$ cat config.mk
export PLATFORM = sky130hd
export DESIGN_NAME = multi_vc_input_channel
export DESIGN_NICKNAME = d
export VERILOG_FILES = /design/src/rtl/multi_vc_input_channel.sv
export SDC_FILE = /design/constraint.sdc
export NUM_CORES = 1
export LEC_CHECK = 0
export ABC_AREA = 1
export BUFFER_PORTS_ARGS = -buffer_cell sky130_fd_sc_hd__buf_2
export CAP_MARGIN = 40
export CORE_ASPECT_RATIO = 0.9
export CORE_UTILIZATION = 53
export CTS_BUF_LIST = sky130_fd_sc_hd__clkbuf_4 sky130_fd_sc_hd__clkbuf_8 sky130_fd_sc_hd__clkbuf_16
export DETAILED_ROUTE_END_ITERATION = 10
export PLACE_DENSITY_LB_ADDON = 0.2
export SLEW_MARGIN = 40
export SYNTH_ARGS = -nofsm -noshare
export SYNTH_HDL_FRONTEND = slang
export SYNTH_SLANG_ARGS = --single-unit
$ cat constraint.sdc
create_clock -name clk -period 4.1 [get_ports clk]
set_input_delay 0.205 -clock clk [delete_from_list [all_inputs] [get_ports clk]]
set_output_delay 0.205 -clock clk [all_outputs]
set_load 0.01 [all_outputs]
$ cat src/rtl/multi_vc_input_channel.sv
// Multi-VC router input channel: per-VC FIFOs, XY routing computed on the head flit,
// and round-robin output arbitration that keeps each packet together on the output.
module multi_vc_input_channel #(
    parameter int NUM_VC    = 2,
    parameter int DEPTH     = 4,
    parameter int PAYLOAD_W = 32,
    parameter int COORD_W   = 4
) (
    input  logic                      clk,
    input  logic                      rst,
    input  logic [COORD_W-1:0]        pos_x,
    input  logic [COORD_W-1:0]        pos_y,
    input  logic                      in_valid,
    input  logic [$clog2(NUM_VC)-1:0] in_vc,
    input  logic [1:0]                in_tag,
    input  logic [PAYLOAD_W-1:0]      in_payload,
    output logic [NUM_VC-1:0]         in_ready,
    output logic                      out_valid,
    input  logic                      out_ready,
    output logic [$clog2(NUM_VC)-1:0] out_vc,
    output logic [1:0]                out_tag,
    output logic [PAYLOAD_W-1:0]      out_payload,
    output logic [2:0]                out_target,
    output logic                      out_last,
    output logic [7:0]                err_count
);
    localparam int VC_W  = $clog2(NUM_VC);
    localparam int PTR_W = $clog2(DEPTH);
    localparam logic [PTR_W:0]  FULL_CNT = (PTR_W+1)'(DEPTH);
    localparam logic [VC_W:0]   VC_LIMIT = (VC_W+1)'(NUM_VC);
    localparam logic [VC_W-1:0] VC_LAST  = VC_W'(NUM_VC - 1);

    localparam logic [1:0] TAG_START = 2'd0;
    localparam logic [1:0] TAG_TAIL  = 2'd2;
    localparam logic [1:0] TAG_SAE   = 2'd3;

    localparam logic [2:0] TGT_LOCAL = 3'd0;
    localparam logic [2:0] TGT_EAST  = 3'd1;
    localparam logic [2:0] TGT_WEST  = 3'd2;
    localparam logic [2:0] TGT_NORTH = 3'd3;
    localparam logic [2:0] TGT_SOUTH = 3'd4;

    function automatic logic [2:0] route(input logic [COORD_W-1:0] dx,
                                         input logic [COORD_W-1:0] dy,
                                         input logic [COORD_W-1:0] px,
                                         input logic [COORD_W-1:0] py);
        if (dx > px)      return TGT_EAST;
        else if (dx < px) return TGT_WEST;
        else if (dy > py) return TGT_NORTH;
        else if (dy < py) return TGT_SOUTH;
        return TGT_LOCAL;
    endfunction

    logic [1:0]           tag_mem_q [NUM_VC][DEPTH];
    logic [PAYLOAD_W-1:0] pay_mem_q [NUM_VC][DEPTH];
    logic [2:0]           tgt_mem_q [NUM_VC][DEPTH];
    logic [PTR_W-1:0]     wr_ptr_q  [NUM_VC];
    logic [PTR_W-1:0]     rd_ptr_q  [NUM_VC];
    logic [PTR_W:0]       count_q   [NUM_VC];
    logic [2:0]           route_q   [NUM_VC];
    logic [NUM_VC-1:0]    open_q;

    logic                 lock_q, lock_d;
    logic [VC_W-1:0]      lock_vc_q, lock_vc_d;
    logic [VC_W-1:0]      rr_last_q, rr_last_d;
    logic [7:0]           err_q, err_d;

    logic [NUM_VC-1:0]    not_full, not_empty;
    logic                 vc_ok, in_acc, in_head, in_bad, in_enq;
    logic [2:0]           in_tgt;
    logic [VC_W-1:0]      rr_vc, cand, grant_vc;
    logic                 rr_found, out_fire, same_vc;

    for (genvar v = 0; v < NUM_VC; v++) begin : g_status
        assign not_full[v]  = (count_q[v] != FULL_CNT);
        assign not_empty[v] = (count_q[v] != '0);
    end

    // Input side: ready comes only from registered occupancy.
    assign in_ready = rst ? '0 : not_full;
    assign vc_ok    = ({1'b0, in_vc} < VC_LIMIT);
    assign in_acc   = in_valid && vc_ok && in_ready[in_vc];
    assign in_head  = (in_tag == TAG_START) || (in_tag == TAG_SAE);
    // A head on an open VC or a body/tail on a closed VC is malformed.
    assign in_bad   = (in_head == open_q[in_vc]);
    assign in_enq   = in_acc && !in_bad;
    assign in_tgt   = in_head ? route(in_payload[COORD_W-1:0], in_payload[2*COORD_W-1:COORD_W],
                                      pos_x, pos_y)
                              : route_q[in_vc];

    // Output side: round-robin pick, overridden by the VC that currently owns the output.
    always_comb begin
        rr_vc    = '0;
        rr_found = 1'b0;
        cand     = '0;
        for (int i = 1; i <= NUM_VC; i++) begin
            cand = VC_W'((int'(rr_last_q) + i) % NUM_VC);
            if (!rr_found && not_empty[cand]) begin
                rr_vc    = cand;
                rr_found = 1'b1;
            end
        end
    end

    assign grant_vc    = lock_q ? lock_vc_q : rr_vc;
    assign out_valid   = lock_q ? not_empty[lock_vc_q] : rr_found;
    assign out_vc      = grant_vc;
    assign out_tag     = tag_mem_q[grant_vc][rd_ptr_q[grant_vc]];
    assign out_payload = pay_mem_q[grant_vc][rd_ptr_q[grant_vc]];
    assign out_target  = tgt_mem_q[grant_vc][rd_ptr_q[grant_vc]];
    assign out_last    = (out_tag == TAG_TAIL) || (out_tag == TAG_SAE);
    assign out_fire    = out_valid && out_ready;
    assign same_vc     = in_enq && out_fire && (in_vc == grant_vc);
    assign err_count   = err_q;

    // The output is held by a VC from the first cycle a flit is offered (keeps the
    // offered flit stable under backpressure) until its last flit transfers.
    always_comb begin
        lock_d    = lock_q;
        lock_vc_d = lock_vc_q;
        rr_last_d = rr_last_q;
        err_d     = err_q;
        if (out_fire) rr_last_d = grant_vc;
        if (out_fire && out_last) begin
            lock_d = 1'b0;
        end else if (out_valid) begin
            lock_d    = 1'b1;
            lock_vc_d = grant_vc;
        end
        if (in_acc && in_bad && err_q != 8'hFF) err_d = err_q + 8'd1;
    end

    always_ff @(posedge clk or posedge rst) begin
        if (rst) begin
            lock_q    <= 1'b0;
            lock_vc_q <= '0;
            rr_last_q <= VC_LAST;
            err_q     <= '0;
            wr_ptr_q  <= '{default: '0};
            rd_ptr_q  <= '{default: '0};
            count_q   <= '{default: '0};
            route_q   <= '{default: '0};
            open_q    <= '0;
        end else begin
            lock_q    <= lock_d;
            lock_vc_q <= lock_vc_d;
            rr_last_q <= rr_last_d;
            err_q     <= err_d;
            if (in_enq) begin
                wr_ptr_q[in_vc] <= wr_ptr_q[in_vc] + 1'b1;
                if (!same_vc) count_q[in_vc] <= count_q[in_vc] + 1'b1;
                if (in_head) route_q[in_vc] <= in_tgt;
                if (in_tag == TAG_START)     open_q[in_vc] <= 1'b1;
                else if (in_tag == TAG_TAIL) open_q[in_vc] <= 1'b0;
            end
            if (out_fire) begin
                rd_ptr_q[grant_vc] <= rd_ptr_q[grant_vc] + 1'b1;
                if (!same_vc) count_q[grant_vc] <= count_q[grant_vc] - 1'b1;
            end
        end
    end

    always_ff @(posedge clk) begin
        if (in_enq) begin
            tag_mem_q[in_vc][wr_ptr_q[in_vc]] <= in_tag;
            pay_mem_q[in_vc][wr_ptr_q[in_vc]] <= in_payload;
            tgt_mem_q[in_vc][wr_ptr_q[in_vc]] <= in_tgt;
        end
    end

endmodule

Word-level counts from Yosys, hierarchy flattened
Memories as Yosys holds them, arrays and structs flattened.
Index checks and enable logic that the tools add are counted.
Operators by class
  add/sub/neg operators: 7
  multiply operators: 0
  divide/modulo/power cells: 0
  $lt $le $gt $ge: 16
  equality and inequality tests: 9
  shift-type cells: 0
  muxes and demuxes: 84
  bitwise operators: 8
  reduce and logical (&&, ||, !) cells: 25
Operators with widths (count)
  $mux 128: 1
  $mux 32: 3
  $bmux 32 s2: 1
  $demux 32 s2: 1
  $mux 3: 20
  $mux 2: 14
  $mux 1: 24
  $mux 6: 4
  $bwmux 6: 3
  $logic_and 1x1->1: 13
  $mux 12: 1
  $add 8x1->8 const B: 1
  $bwmux 4: 2
  $eq 2x2->1 const B: 4
  $gt 4x4->1: 2
  $lt 1x2->1 const B: 4
  $lt 4x4->1: 2
  $mux 8: 1
  $ne 8x8->1 const B: 1
  $bmux 3 s2: 1
  $demux 3 s1: 2
  $demux 3 s2: 1
  $ge 3x3->1 const B: 2
  $ne 3x3->1 const B: 2
  25 further kinds: 39
Storage, ports and cells
  register bits after elaboration: 33
  latch bits: 0
  bits in writable memories: 296
  ROM bits: 0
  word-level logic and storage cells: 165
  memories: 3
Memories
  pay_mem_q: depth 2, width 128, rd ports 1, clocked after Yosys merged registers in 0, wr ports 1, line 55  | logic [PAYLOAD_W-1:0] pay_mem_q [NUM_VC][DEPTH];
  tgt_mem_q: depth 2, width 12, rd ports 1, clocked after Yosys merged registers in 0, wr ports 1, line 56  | logic [2:0] tgt_mem_q [NUM_VC][DEPTH];
  tag_mem_q: depth 2, width 8, rd ports 1, clocked after Yosys merged registers in 0, wr ports 1, line 54  | logic [1:0] tag_mem_q [NUM_VC][DEPTH];

Logic depth before layout (Yosys ltp)
Gate-level depths: netlist of run 1.
  depth after elaboration: 21
  mapped depth: 15

Worst setup path after synthesis of run 1
OpenSTA, ideal clock, no wires.
  path type: input-to-reg
  from: in rst
  to: mem pay_mem_q[1][0] in the netlist's numbering, enable pin
  library setup time: 0.431 ns
  data arrival time: 3.385 ns
  slack: 0.284 ns
  cell stages on the path: 10
  cell sequence: inv_1 > nand2_1 > inv_2 > nor2_1 > nor2_1 > nand2_1 > inv_2 > nand2_1 > buf_2 > nor2_1
Between the ends
  cells in the longest elaborated chain, start to end: 7
Ends and longest elaborated chain
  from (decl): line 10  | input logic rst,
  $mux 2: line 80  | assign in_ready = rst ? '0 : not_full;
  net in_ready[1]: line 17  | output logic [NUM_VC-1:0] in_ready,
  $mux 1 (implied by the code) (2 in series): line 82  | assign in_acc = in_valid && vc_ok && in_ready[in_vc];
  $logic_and 1x1->1: line 82
  $logic_and 1x1->1: line 86  | assign in_enq = in_acc && !in_bad;
  $mux 1: line 164  | if (in_enq) begin
  $mux 128 (implied by the code): line 166  | pay_mem_q[in_vc][wr_ptr_q[in_vc]] <= in_payload;
  to (decl): line 55
The timed path passes the listed nets, and every way through them passes these cells. The select of a mux whose other input is x is not followed.

Worst setup path in the final report of run 1
  from: reg count_q[0] in the netlist's numbering
  to: out out_payload[5]
Between the ends
  cells in the longest elaborated chain, start to end: 16
  elaborated cells between the ends (all ways): 20
  classes of those cells: mux (14); bitwise (2); reduce/logical (3); memory (1)
Ends and longest elaborated chain
  from (decl): line 59  | logic [PTR_W:0] count_q [NUM_VC];
  from (signal, indexed assignment): line 151  | if (!same_vc) count_q[in_vc] <= count_q[in_vc] + 1'b1;
  from (signal, indexed assignment): line 158  | if (!same_vc) count_q[grant_vc] <= count_q[grant_vc] - 1'b1;
  $reduce_bool 3->1 *: line 76  | assign not_empty[v] = (count_q[v] != '0);
  $mux 1 (implied by the code) (2 in series): line 98  | if (!rr_found && not_empty[cand]) begin
  $mux 1: line 98
  $logic_not 1->1: line 98
  $logic_and 1x1->1: line 98
  $mux 1 *: line 98
  $mux 1 *: line 105  | assign grant_vc = lock_q ? lock_vc_q : rr_vc;
  $not 1->2 (implied by the code): line 109  | assign out_payload = pay_mem_q[grant_vc][rd_ptr_q[grant_vc]];
  $mux 2 (implied by the code) (3 in series): line 109
  $not 2->3 (implied by the code): line 109
  $bmux 32 s2 *: line 109
  $mux 32 (implied by the code) * (2 in series): line 109
  to (decl): line 22  | output logic [PAYLOAD_W-1:0] out_payload,
Every way passes the cells marked *; elsewhere a longest branch is shown, timed or not. The select of a mux whose other input is x is not followed.

==> results of run 1 <==
## through the flow
stage	power (W)	hold WS (ns)	setup WS (ns)	utilization
floorplan	0.00884	0.304	0.284	-
global route	0.0147	0.00921	0.198	0.625
detailed placement	0.0107	0.328	0.964	0.570
global placement	0.0106	0.327	0.839	0.569
finish	0.0138	0.0125	0.442	0.625
CTS	0.0139	0.000774	0.412	0.625
## worst reg2reg max path: cells and delay by family (launching register included)
kind / cells / cell delay [ns]
buffers and inverters: 2 / 1.03
AND/OR/NAND/NOR: 8 / 1.00
flip-flops: 1 / 0.43
AO/OA/AOI/OAI: 2 / 0.33
## kinds of logic (layout without fill, tap and decap cells)
family,Yosys count,count (layout),share of synthesized area
multiplexers,18,18,0.0144
AO/OA/AOI/OAI,148,148,0.0637
buffers and inverters,158,295,0.0553
flip-flops,329,329,0.690
XOR/XNOR,13,13,0.00808
adder cells (fa/ha/maj),17,17,0.0151
AND/OR/NAND/NOR,489,489,0.154
## placed cells by master, fill, tap and decap left out, drive strengths merged, types with 3 or more instances in the layout
master	instances
a211oi	36
a21oi	13
a31oi	14
buf	119
bufinv	4
clkbuf	42
clkinv	13
dfrtp	32
dlygate4sd3	29
edfxtp	296
ha	17
inv	88
mux2	18
nand2	202
nand3	207
nand3b	4
nor2	69
nor3	3
o21ai	77
o22ai	5
xor2	11
## synthesized netlist by cell type (all sizes together)
cell / instances
a211oi: 36
a21oi: 13
a31oi: 14
a32o: 1
buf: 58
clkbuf: 12
dfrtp: 32
dfstp: 1
edfxtp: 296
ha: 17
inv: 88
mux2: 18
nand2: 202
nand3: 207
nand3b: 4
nand4: 2
nor2: 69
nor3: 3
o211ai: 1
o21ai: 77
o22ai: 5
o31ai: 1
or2: 2
xnor2: 2
xor2: 11
## where the power goes
part | leakage (nW) | total (W) | internal (W) | switching [W]
registers | 3.07 | 0.00407 | 0.00394 | 0.000131
clock network | 0.575 | 0.00316 | 0.00192 | 0.00123
logic | 2.61 | 0.00659 | 0.00215 | 0.00444
total | 6.25 | 0.0138 | 0.00801 | 0.00581
## how the worst max path moves through the flow
stage | start | end | depth (start not counted)
finish | count_q[0] | out_payload[5] | 11
global route | count_q[0] | out_payload[5] | 11
CTS | count_q[0] | out_target[2] | 10
detailed placement | count_q[0] | out_target[2] | 10
global placement | count_q[0] | out_payload[5] | 11
floorplan | rst | pay_mem_q[1][0] | 10
## routing by layer
metal | GRT usage | share of wire | up-vias
met3 | 0.0357 | 0.066 | 65
met1 | 0.331 | 0.44 | 4540
met2 | 0.375 | 0.47 | 321
met5 | 0 | 0 | -
met4 | 0.0756 | 0.022 | 0
li1 | - | - | 4380
## final cells by class
cell class,instances,area [µm²],area share
Clock inverter,17,178,0.0109
Timing Repair Buffer,148,966,0.0593
Inverter,88,333,0.0204
Multi-Input combinational cell,685,3690,0.227
Tap cell,348,435,0.0267
Sequential cell,329,9720,0.596
Clock buffer,42,970,0.0595
## state kept, by name, indices dropped and copies added, names as in the netlist, named ones only
register and flops:
count_q 6, lock_vc_q 1, pay_mem_q 256, rr_last_q 1
tgt_mem_q 24, lock_q 1, tag_mem_q 16, wr_ptr_q 4
route_q 6, rd_ptr_q 4, err_count 8
==> qor.txt, run 1 <==
critical path launch point type: flop
cell breakdown of the critical path: nor2_2 -> a21oi_2 -> nand2_4 -> buf_4 -> nand3_1 -> nand2_4 -> buf_4 -> nand3_1 -> nand3_1 -> o21ai_1 -> buf_2
Gate Count Post-Synth: 1172
CTS root buffer: clkbuf_16
Starting Density: 0.541
Detail Placement HPWL: 16900 µm
leakage power: 6.25 nW
relative slew slack: 0.443
endpoint class of the critical path: output port
Max Slew Vio Count: 0
CTS sink count: 329
Via-to-Cell Ratio: 5.62
Tmin final: 3.66 ns
GP Congestion: 0.830
CP required: 3.89 ns
Seq/Total Area, Yosys: 0.690
Worst Hold Path EP: pay_mem_q[1][103]
global-route usage over all layers: 0.234
hold_sp: in_payload[7]
FMAX: 0.273 GHz
FP Rows: 56
number of global-route vias before repair: 9069
cell total after placement: 1568
CTS tree: yes
# setup viols final: 0
total die area: 27200 µm²
crit path max-delay cell type: buf_4
reg-to-reg startpoint: count_q[0]
post-CTS setup buffers: 0
CP delay by family, top: simple AND/OR/NAND/NOR gates
crit-path max FO: 53
first-pass GRT wire length: 49200 µm
WL final: 31500 µm
drt pass-1 iters: 6
Ports: 97
unrepaired setup endpoints after global routing: no
RR Endpoint: lock_vc_q
initial antenna violation count: 0
Setup CP Type: reg -> out
Mapped Nets: 1236
cell area after synthesis: 14100 µm²
register bit total from synthesis: 329
Iter 0 DRT Violations: 859
area leader, netlist: edfxtp_1
Cell variety after synth: 40
Min-Delay Path Class: in -> reg
placed cell area: 14800 µm²
worst-margin pin slew: 0.833 ns
Finished Cell Area: 16300 µm²
gr ovfl total: 0
core footprint: 26100 µm²
Setup TNS Final: 0 ns
Hold Buf Count CTS: 29
FILL cells: 2060
P&R area growth vs syn: 15.6%
top cell type's share of synthesized area: 0.631
cell count of the worst reg-to-reg path: 12
pin count of the biggest net entering global routing: 105
CP most frequent cell: nand3_1
latest clock arrival within the worst-skew pair: 0.51 ns
clk slew on worst S/H paths: 0.06 ns
MaxCap Viol Count: 0
outcome: completed
WL per Instance: 19.0 µm
PD cells: 849 nW/µm²
ant diodes: 0
die height: 157 µm
Routed Antenna Nets: 0
Post-Layout Cell Count: 1657
vias after detailed routing: 9306
Syn. warnings: 0
Reg2Reg Setup Slack: 1.23 ns
Buf/Inv on CP: 3
synth top area cells: edfxtp_1 (63%), nand3_1 (7.3%), dfrtp_1 (5.7%), nand2_1 (5.2%), inv_1 (2.2%)
Layout Skew: 0.00918 ns
DRC viols: 0
port bufs: 96
Clock Path Buffers: 3
layout cell share with drive strength beyond 1: 0.174
hold path depth: 1
Die X: 174 µm
Tcrit/Tclk final: 0.892
cts repair resizes: 0
fin nets: 1350
Final Hold Fails: 0
CTS Buf Count: 34
CP arrival: 3.45 ns
slowest cell delay on critical path: 0.53 ns
H-tree Lvls: 2
Avg Inst Size Synth: 12.0 µm²
maximum VDD drop: 0.588 mV
No activity file was read; power rests on OpenSTA's default activity.
==> run 2: changes to the inputs <==
--- a/config.mk
+++ b/config.mk
@@ -5,7 +5,6 @@
 export SDC_FILE = /design/constraint.sdc
 export NUM_CORES = 1
 export LEC_CHECK = 0
-export ABC_AREA = 1
 export BUFFER_PORTS_ARGS = -buffer_cell sky130_fd_sc_hd__buf_2
 export CAP_MARGIN = 40
 export CORE_ASPECT_RATIO = 0.9
==> qor.txt, run 2 <==
MaxCap Viol Count: 0
Iter 0 DRT Violations: 441
worst-margin pin slew: 0.832 ns
Clock Path Buffers: 3
Setup CP Type: reg -> out
critical path launch point type: flop
Via-to-Cell Ratio: 5.59
sw frac: 0.291
core footprint: 24400 µm²
global-route usage over all layers: 0.203
PD cells: 646 nW/µm²
GP Congestion: 0.810
pin count of the biggest net entering global routing: 34
hold_sp: in_valid
CP arrival: 2.98 ns
CP startpoint: count_q[3]
reg-to-reg startpoint: count_q[0]
Post-Synth XOR/XNOR Area: 0.0146
mux contribution to synthesized area: 0.173
clock power share: 0.285
vias after detailed routing: 6479
most common cell in the synthesized netlist: edfxtp_1
Starting Density: 0.542
Async S/R FF share, synth: 0.100
P&R area growth vs syn: 17.5%
EDFF count, synth: 296
ant diodes: 0
Seq/Total Area, Yosys: 0.735
total die area: 25600 µm²
die height: 152 µm
Cell variety after synth: 50
most frequent cells in the layout: edfxtp_1 (296), buf_2 (96), mux4_2 (74)
Synth Flop Type: edfxtp_1
CTS sink count: 329
area leader, netlist: edfxtp_1
Setup TNS Final: 0 ns
fin nets: 863
top cell type's share of synthesized area: 0.672
CTS root buffer: clkbuf_16
complex-gate fraction of the synthesized area: 0.0216
worst hold slack: 0.166 ns
Sw Pwr: 0.00292 W
Largest register FFs: 256
crit-path max FO: 24
Combinational Power Share: 0.300
number of global-route vias before repair: 6902
DRC viols: 0
H-tree Lvls: 1
slowest cell delay on critical path: 0.52 ns
Tmin final: 3.18 ns
initial antenna violation count: 0
leakage power: 5.48 nW
synth top area cells: edfxtp_1 (67%), mux4_2 (13%), dfrtp_1 (6.1%), mux2_1 (3.2%), ha_1 (1.6%)
# setup viols final: 0
relative slew slack: 0.446
FP Rows: 54
Syn. warnings: 0
maximum VDD drop: 0.519 mV
Flop pwr share: 0.414
Internal Power: 0.00711 W
most instantiated cells after synthesis: edfxtp_1 (296), mux4_2 (74), mux2_1 (38)
latest clock arrival within the worst-skew pair: 0.56 ns
CTS Buf Count: 31
CP delay by family, top: buffers and inverters
register bit total from synthesis: 329
port bufs: 96
WL final: 25400 µm
first-pass GRT wire length: 39400 µm
Layout Skew: 0.0181 ns
Avg Inst Size Synth: 20.6 µm²
Synth Area in Simple Gates: 0.0246
FMAX: 0.314 GHz
Detail Placement HPWL: 15700 µm
gr ovfl total: 0
Die X: 169 µm
WL per Instance: 21.9 µm
Final Hold Fails: 0
outcome: completed
cell breakdown of the critical path: or3_1 -> o211ai_2 -> o21a_2 -> buf_4 -> mux2_1 -> buf_2
most common cell after layout, fill and taps aside: edfxtp_1
Gate Count Post-Synth: 642
clk slew on worst S/H paths: 0.06 ns
Adder-Cell Fraction of Synth Area: 0.0161
Routed Antenna Nets: 0
Mapped Nets: 706
unrepaired setup endpoints after global routing: no
cts repair resizes: 0
CP required: 3.89 ns
Buf/Inv on CP: 2
Tcrit/Tclk final: 0.776
endpoint class of the critical path: output port
largest family of logic cells by synthesized area: multiplexers
drt pass-1 iters: 5
cell area after synthesis: 13200 µm²
Ports: 97
Min-Delay Path Class: in -> reg
Max Slew Vio Count: 0
crit path max-delay cell type: or3_1
CTS tree: yes
layout cell share with drive strength beyond 1: 0.337
[run 2: area by class of cell]
class,count,area (µm²)
inverter,17,63.8
fill,1677,8860
clock inverter,18,194
clock buffer,39,836
multi-input combinational,268,3310
tap,336,420
sequential,329,9720
timing repair buffer,152,991
[run 2: logic make-up after synthesis]
| group | count (synthesis) |
|---|---|
| xor gates and xnor gates | 22 |
| adders and majority gates | 17 |
| muxes | 129 |
| AOI/OAI and AO/OA | 37 |
| DFF | 329 |
| and+or+nand+nor | 63 |
| buffers and inverters | 45 |
[run 2: path summary, 6_finish.rpt]
kind | to | slack, ns | cells after the start
max | out_payload[0] | 0.92 | 6
max in group asynchronous | rr_last_q | 3.42 | 4
min reg2reg | wr_ptr_q[2] | 0.48 | 1
max reg2reg | pay_mem_q[1][90] | 1.31 | 5
min in group asynchronous | err_count[4] | 0.33 | 4
min | err_count[0] | 0.17 | 3
[run 2: power groups by stage]
stage	clock network [W]	logic [W]	registers [W]
2_1_floorplan	0	0.00219	0.00412
3_3_place_gp	0	0.00299	0.00420
3_5_place_dp	0	0.00302	0.00422
4_1_cts	0.00291	0.00307	0.00415
5_1_grt	0.00304	0.00327	0.00418
6_report	0.00286	0.00301	0.00416
[run 2: repair_timing]
item                      4_1_cts  5_1_grt
setup buffers                   0        0
hold buffers                   36        0
hold endpoints to repair      306        0
[run 2: worst reg2reg max path: stages, from the launching register on]
cell      delay (ns)
dfrtp_1         0.41
nor2_1          0.09
a211oi_1        0.42
and3_1          0.50
and2_2          0.74
buf_4           0.32
[run 2: per-stage QoR]
step	area [µm²]	std cells	worst slack, ns	utilization	total power [W]
6_report	15500	1159	0.919	0.637	0.0100
5_1_grt	15500	1159	0.803	0.637	0.0105
4_1_cts	15500	1159	0.911	0.637	0.0101
3_5_place_dp	14100	1066	1.15	0.580	0.00725
3_3_place_gp	14100	1066	1.21	0.580	0.00718
2_1_floorplan	13200	642	1.55	-	0.00631
[run 2: layer usage]
metal	GRT usage	up-vias	share of wire
li1	-	2905	-
met1	0.291	3383	0.45
met2	0.333	158	0.49
met3	0.0274	33	0.037
met4	0.0494	0	0.021
met5	0	-	0
